[config.mk]
export PLATFORM = sky130hd
export DESIGN_NAME = pc_redirect_unit
export DESIGN_NICKNAME = d
export VERILOG_FILES = /design/src/rtl/pc_redirect_unit.sv
export SDC_FILE = /design/constraint.sdc
export NUM_CORES = 1
export LEC_CHECK = 0
export BUFFER_PORTS_ARGS = -buffer_cell sky130_fd_sc_hd__buf_2
export CAP_MARGIN = 15
export CORE_ASPECT_RATIO = 1.75
export CORE_MARGIN = 2
export CORE_UTILIZATION = 35
export CTS_CLUSTER_SIZE = 20
export DETAILED_ROUTE_END_ITERATION = 7
export GPL_TIMING_DRIVEN = 0
export SLEW_MARGIN = 20
export SYNTH_ARGS = -nofsm -noshare
export SYNTH_HDL_FRONTEND = slang
export SYNTH_SLANG_ARGS = --single-unit
[constraint.sdc]
create_clock -name clk -period 3.7 [get_ports clk]
set_input_delay 0.555 -clock clk [delete_from_list [all_inputs] [get_ports clk]]
set_output_delay 0.555 -clock clk [all_outputs]
set_load 0.05 [all_outputs]
[src/rtl/pc_redirect_unit.sv]
// Program counter with branch/jump redirect and a post-redirect fetch-flush window.
// Optional accepted-redirect statistics counter is built when PC_BRANCH_STATS_EN is defined.
module pc_redirect_unit #(
  parameter int                WIDTH        = 32,
  parameter logic [WIDTH-1:0]  RESET_PC     = {WIDTH{1'b0}},
  parameter int                FLUSH_CYCLES = 1
) (
  input  logic             clk,
  input  logic             reset_n,
  input  logic             pcsrc,
  input  logic [WIDTH-1:0] branch_offset,
  input  logic             jump,
  input  logic [25:0]      jump_index,
  input  logic             stall,
  output logic [WIDTH-1:0] pc,
  output logic [WIDTH-1:0] pc_plus4,
  output logic             flush,
  output logic             redirect,
  output logic [31:0]      taken_count
);

  typedef enum logic {RUN = 1'b0, FLUSH = 1'b1} state_t;

  localparam logic [WIDTH-1:0] PC_STEP    = {{(WIDTH-3){1'b0}}, 3'b100};
  localparam logic [2:0]       FLUSH_LOAD = 3'(FLUSH_CYCLES);
  localparam bit               FLUSH_EN   = (FLUSH_CYCLES != 0);

  state_t           state_r, state_s;
  logic [2:0]       cnt_r, cnt_s;
  logic [WIDTH-1:0] pc_r, pc_s;
  logic             flush_r, redirect_r, accept_s;
  logic [WIDTH-1:0] branch_target_s, jump_target_s;

  assign pc_plus4        = pc_r + PC_STEP;
  assign branch_target_s = pc_plus4 + (branch_offset << 2);
  assign jump_target_s   = {pc_plus4[WIDTH-1:28], jump_index, 2'b00};

  assign pc       = pc_r;
  assign flush    = flush_r;
  assign redirect = redirect_r;

  // Next-PC selection and RUN/FLUSH sequencing
  always_comb begin
    state_s  = state_r;
    cnt_s    = cnt_r;
    pc_s     = pc_r;
    accept_s = 1'b0;
    case (state_r)
      RUN: begin
        if (pcsrc) begin
          pc_s     = branch_target_s;
          accept_s = 1'b1;
        end else if (jump) begin
          pc_s     = jump_target_s;
          accept_s = 1'b1;
        end else if (stall) begin
          pc_s = pc_r;
        end else begin
          pc_s = pc_plus4;
        end
        if (accept_s && FLUSH_EN) begin
          state_s = FLUSH;
          cnt_s   = FLUSH_LOAD;
        end else begin
          state_s = RUN;
          cnt_s   = cnt_r;
        end
      end
      FLUSH: begin
        // Redirect requests here come from squashed instructions.
        if (stall) begin
          pc_s = pc_r;
        end else begin
          pc_s = pc_plus4;
        end
        cnt_s = cnt_r - 3'd1;
        if (cnt_r <= 3'd1) begin
          state_s = RUN;
        end else begin
          state_s = FLUSH;
        end
      end
      default: begin
        state_s = RUN;
        cnt_s   = 3'd0;
        pc_s    = pc_r;
      end
    endcase
  end

  // State, PC and registered status outputs
  always_ff @(posedge clk or negedge reset_n) begin
    if (!reset_n) begin
      state_r    <= RUN;
      cnt_r      <= 3'd0;
      pc_r       <= RESET_PC;
      flush_r    <= 1'b0;
      redirect_r <= 1'b0;
    end else begin
      state_r    <= state_s;
      cnt_r      <= cnt_s;
      pc_r       <= pc_s;
      flush_r    <= (state_s == FLUSH);
      redirect_r <= accept_s;
    end
  end

`ifdef PC_BRANCH_STATS_EN
  logic [31:0] taken_r;

  // Saturating accepted-redirect counter
  always_ff @(posedge clk or negedge reset_n) begin
    if (!reset_n) begin
      taken_r <= 32'd0;
    end else if (accept_s && (taken_r != 32'hFFFF_FFFF)) begin
      taken_r <= taken_r + 32'd1;
    end
  end

  assign taken_count = taken_r;
`else
  assign taken_count = 32'd0;
`endif

endmodule

# [Yosys cells after proc, flatten, opt, wreduce, memory -nomap -nowiden]
# Cells that the tools add are included.
[classes] bitwise_logic=1 n_eq_ne=1 add_sub_neg=3 muxes=13 order_cmp=1
[op_table] cell="$mux 32" n=3
[op_table] cell="$pmux 32 s2" n=1
[op_table] cell="$add 32x3->32 const B" n=1
[op_table] cell="$add 32x32->32" n=1
[op_table] cell="$mux 1" n=6
[op_table] cell="$pmux 3 s2" n=1
[op_table] cell="$le 3x1->1 const B" n=1
[op_table] cell="$mux 3" n=1
[op_table] cell="$sub 3x1->3 const B" n=1
[op_table] cell="$ne 2x2->1 const B" n=1
[op_table] cell="$pmux 1 s2" n=1
[op_table] cell="$not 1->1" n=1
[totals] ff_bits=37

# [Depth between registers and ports, before layout]
[depth] ltp_word=5 depth_mapped=16 ltp_nobuf=15

# [Worst setup path before layout]
# No wires, ideal clock.
[synth_path] kind="register -> register" from="register pc_r[2], in the netlist pc[2]" to="register pc_r[20], in the netlist pc[20]" arrival_ns=4.805 setup_ns=0.104 synth_period_minus_slack_ns=4.908 path_stages_with_launch=16 n_path_buf=1 setup_slack_ns=-1.208 cell_sequence="dfrtp_1 ha_1 nand3_1 or2_1 buf_2 nor2_1 nand3_1 xnor2_1 ha_1 a21o_1 a31o_1 a221o_1 o41ai_4 o21ai_0 xnor2_1 a221oi_1"
[synth_via] elab_cells_between_ends=6
[synth_rtl] element="start: declaration" line_no="30" rtl="logic [WIDTH-1:0] pc_r, pc_s;"
[synth_rtl] element="start signal: assignment" line_no="102" rtl="pc_r <= pc_s;"
[synth_rtl] element="$add 32x3->32" line_no="34" rtl="assign pc_plus4 = pc_r + PC_STEP;"
[synth_rtl] element="via pc_plus4[12]" line_no="16" rtl="output logic [WIDTH-1:0] pc_plus4,"
[synth_rtl] element="$add 32x32->32" line_no="35" rtl="assign branch_target_s = pc_plus4 + (branch_offset << 2);"
[synth_rtl] element="$mux 32" line_no="50" rtl="if (pcsrc) begin"
[synth_rtl] element="$pmux 32 s2" line_no="48" rtl="case (state_r)"
[synth_rtl] element="via pc_s[20]" line_no="30"
# The timed path passes the listed nets, and every way through them passes these cells.
# A chain may end at the register's enable or synchronous reset.

# [Worst setup path after layout]
[layout_path] from="register pc_r[2], in the netlist pc[2]" to="register pc_r[28], in the netlist pc[28]"
[layout_via] elab_chain_len=5 elab_cells_between_ends=6
[layout_lines] element="$add 32x3->32 (*)" line_no="34"
[layout_lines] element="parallel branches: the longest is 3 deep, another holds $add 32x32->32"
[layout_lines] element="$pmux 32 s2 (*)" line_no="48"
[layout_lines] element="via pc_s[28]" line_no="30"
# Mark *: on every way through the listed nets, which the timed path passes.

==> out/results.txt <==
Status: completed
Count of cell types in the netlist: 59
Root Driver: clkbuf_16
Worst R2R End: pc[28]
Slew @ Worst Pin: 896.9 ps
Clock power share: 0.066
Switching share of total power: 0.5977
CTS clk-pin slew, worst paths: 60 ps
Wirelength per Cell: 17.51 um
Final core utilization: 0.5098
RSZ-0062 raised after global routing: yes
Worst endpoint required time: 3880 ps
Num CTS Buffers: 5
Max-slew violation count: 0
Adder-cell share of the synthesized area: 0.1116
Crit-path max cell delay: 470 ps
Syn Inst Count: 563
First-pass iteration count of the detailed router: 5
Final Hold Fails: 0
CTS Hold Bufs: 0
Post-Synth XOR/XNOR Area: 0.1677
Gpl congestion: 0.9307
Simple-Gate Fraction of Synth Area: 0.2136
Met3 wire len: 694 um
Antenna Nets Post-Route: 0
Netlist Area Pre-Place: 4439 um2
Max_cap viols: 0
Crit path launch type: register
Cell mode on critical path: a21oi_2
Seq/Total Area, Yosys: 0.1973
Routed wl met2: 8617 um
Share of layout cells above drive strength 1: 0.3938
Hold crit path type: in2async
Hold Slack: 376.4 ps
VDD IR max: 620.0 uV
Final setup violation count: 0
R2R depth: 16
Power per standard cell area: 1051 nW/um2
Crit path cell chain: ha_4 > nand3_4 > nor4_4 > and3_4 > nand2_2 > xnor2_4 > ha_1 > clkbuf_8 > nand3_2 > or3b_2 > a21oi_2 > o21ai_0 > a21oi_2 > a21oi_2 > xor2_1 > o22ai_1
Crit path launch: pc[2]
M1 wire length: 6019 um
Number of enable flip-flop cells after synthesis: 0
Layout Cells excl Fill: 913
Vias: 4,724
Ports: 161
Std-Cell Rows: 54
Initial antenna violation count: 0
DIE WIDTH: 89.14 um
Core Area: 12,430 um2
WS Path Type: reg2reg
Final period util: 0.9739
Area grow syn2layout: 42.76%
Fraction of power consumed by sequential logic: 0.149
Die H: 153.0 um
Setup TNS: 0 ps
Compound-Gate Fraction of Synth Area: 0.2074
Clock Latency Late Sink: 290 ps
Crit path time final: 3603 ps
First-pass GRT wire length: 24,360 um
Crit Path Max Fanout: 7
Most frequent cells in the layout: buf_2 (123), buf_4 (56), nand2_1 (53)
Post-synth ARST share: 1.000
Vias in the first global route: 4,769
Clock Sink Count: 35
CP Buf/Inv Count: 1
PortBufs: 120
TritonCTS clock tree: yes
Max layer used: met4
Synth Flop Type: dfrtp_1
Logic pwr share: 0.786
CP endpoint kind: register
WP data arrival: 3780 ps
CTS H-Tree Depth: 2
Grt ovf: 0
Syn_area_per_cell: 7.885 um2
GRT Resource Usage Total: 0.2307
Post-placement cell area: 5883 um2
Flop2flop setup slack: 100 ps
Initial core utilization: 0.3571
Post-synthesis register bit count: 35
Internal power: 2680 uW
Max Clock Skew: 6.569 ps
Die Area: 13,640 um2
Crit-path slowest cell: or3b_2
DRT iter0 DRCs: 277
Inst Count DP: 886
YS warnings: 0
DRC: 0
Reg2reg start: pc[2]
Detailed Route WL: 15,990 um
Switch Pwr: 3981 uW
Fmax: 277.5 MHz
Mux contribution to synthesized area: 0.004510
DP Wirelength: 12,390 um
Final Net Count: 845
Most common cell after layout, fill and taps aside: buf_2
Leak Pwr: 0.002999 uW
Critical path's top delay family: simple AND/OR/NAND/NOR gates
Max_slew headroom: 0.4021
Largest family of logic cells by synthesized area: simple AND/OR/NAND/NOR gates
Largest net degree at the start of global routing: 36
Finished Cell Area: 6337 um2
Via-to-Cell Ratio: 5.174
Max clock buf depth: 2
[cells by family after synthesis]
kind of cell | count (synthesis)
and+or+nand+nor | 188
DFF | 35
muxes | 2
AOI/OAI and AO/OA | 142
other | 1
xor gates and xnor gates | 85
adders and majority gates | 39
buffers and inverters | 71
[synthesized netlist by cell type, drive strengths merged, types with 4 or more instances]
cell	instances	area, um2
a21o	18	135.1
a21oi	52	260.3
a221oi	5	43.79
a22oi	9	67.56
a31oi	4	25.02
and3	8	50.05
buf	44	317.8
clkbuf	16	71.31
dfrtp	35	875.8
ha	38	475.5
inv	11	41.29
nand2	59	229.0
nand3	17	85.08
nand4	8	65.06
nor2	58	220.2
nor3	15	86.34
nor4	4	61.31
o211ai	6	45.04
o21ai	20	100.1
o21bai	5	37.54
o221ai	5	43.79
o22ai	6	37.54
xnor2	45	394.1
xor2	40	350.3
[per-layer routing]
metal,global-route usage,vias up
li1,-,2267
met1,0.2527,2233
met2,0.4198,188
met3,0.02592,36
met4,0.1144,0
met5,0,-
[power groups by stage]
| stage | Clock, uW | Sequential [uW] | Combinational [uW] |
|---|---|---|---|
| floorplan | 0 | 1490 | 3300 |
| global placement | 0 | 971 | 4800 |
| detailed placement | 0 | 980 | 4870 |
| CTS | 441 | 982 | 5010 |
| global route | 446 | 1020 | 5570 |
| finish | 438 | 990 | 5230 |
[flip-flops by register name, summed over array words and instances, names as in the netlist]
name	flops
pc	30
cnt_r	3
flush	1
redirect	1
[area by class of cell]
class / count / area, um2
fill: 1264 / 6095
antenna: 1 / 2.502
multi-input combinational: 492 / 3876
clock buffer: 6 / 128.9
tap: 168 / 210.2
buffer: 59 / 426.7
clock inverter: 2 / 12.51
inverter: 11 / 41.29
sequential: 35 / 895.9
timing repair buffer: 139 / 743.2
[repair_timing]
item,in CTS,in global routing
setup endpoints to repair,12,12
hold endpoints to repair,0,0
pin swaps,10,15
setup buffers,11,8
gates resized for setup,11,31
[stage by stage]
stage	total power [uW]	setup slack, ps
global placement	5776	-444.6
finish	6661	96.59
detailed placement	5848	-502.6
floorplan	4786	-154.4
CTS	6430	-20.98
global route	7034	-78.04
[worst max-delay path by stage]
stage / to / slack [ps] / cells past startpoint
2_1_floorplan: pc[28] / -150 / 16
3_3_place_gp: pc[28] / -440 / 16
3_5_place_dp: pc[28] / -500 / 16
4_1_cts: pc[30] / -20 / 14
5_1_grt: pc[20] / -80 / 16
6_report: pc[28] / 100 / 16
[worst reg2reg max path: stages, from the launching register on]
cell      delay [ps]
dfrtp_2          420
ha_4             180
nand3_4           90
nor4_4           310
and3_4           260
nand2_2          130
xnor2_4          180
ha_1             290
clkbuf_8         150
nand3_2          100
or3b_2           470
a21oi_2          160
o21ai_0          130
a21oi_2          220
a21oi_2          100
xor2_1           200
o22ai_1           90
Note: power is estimated with default switching activity, not from simulation.
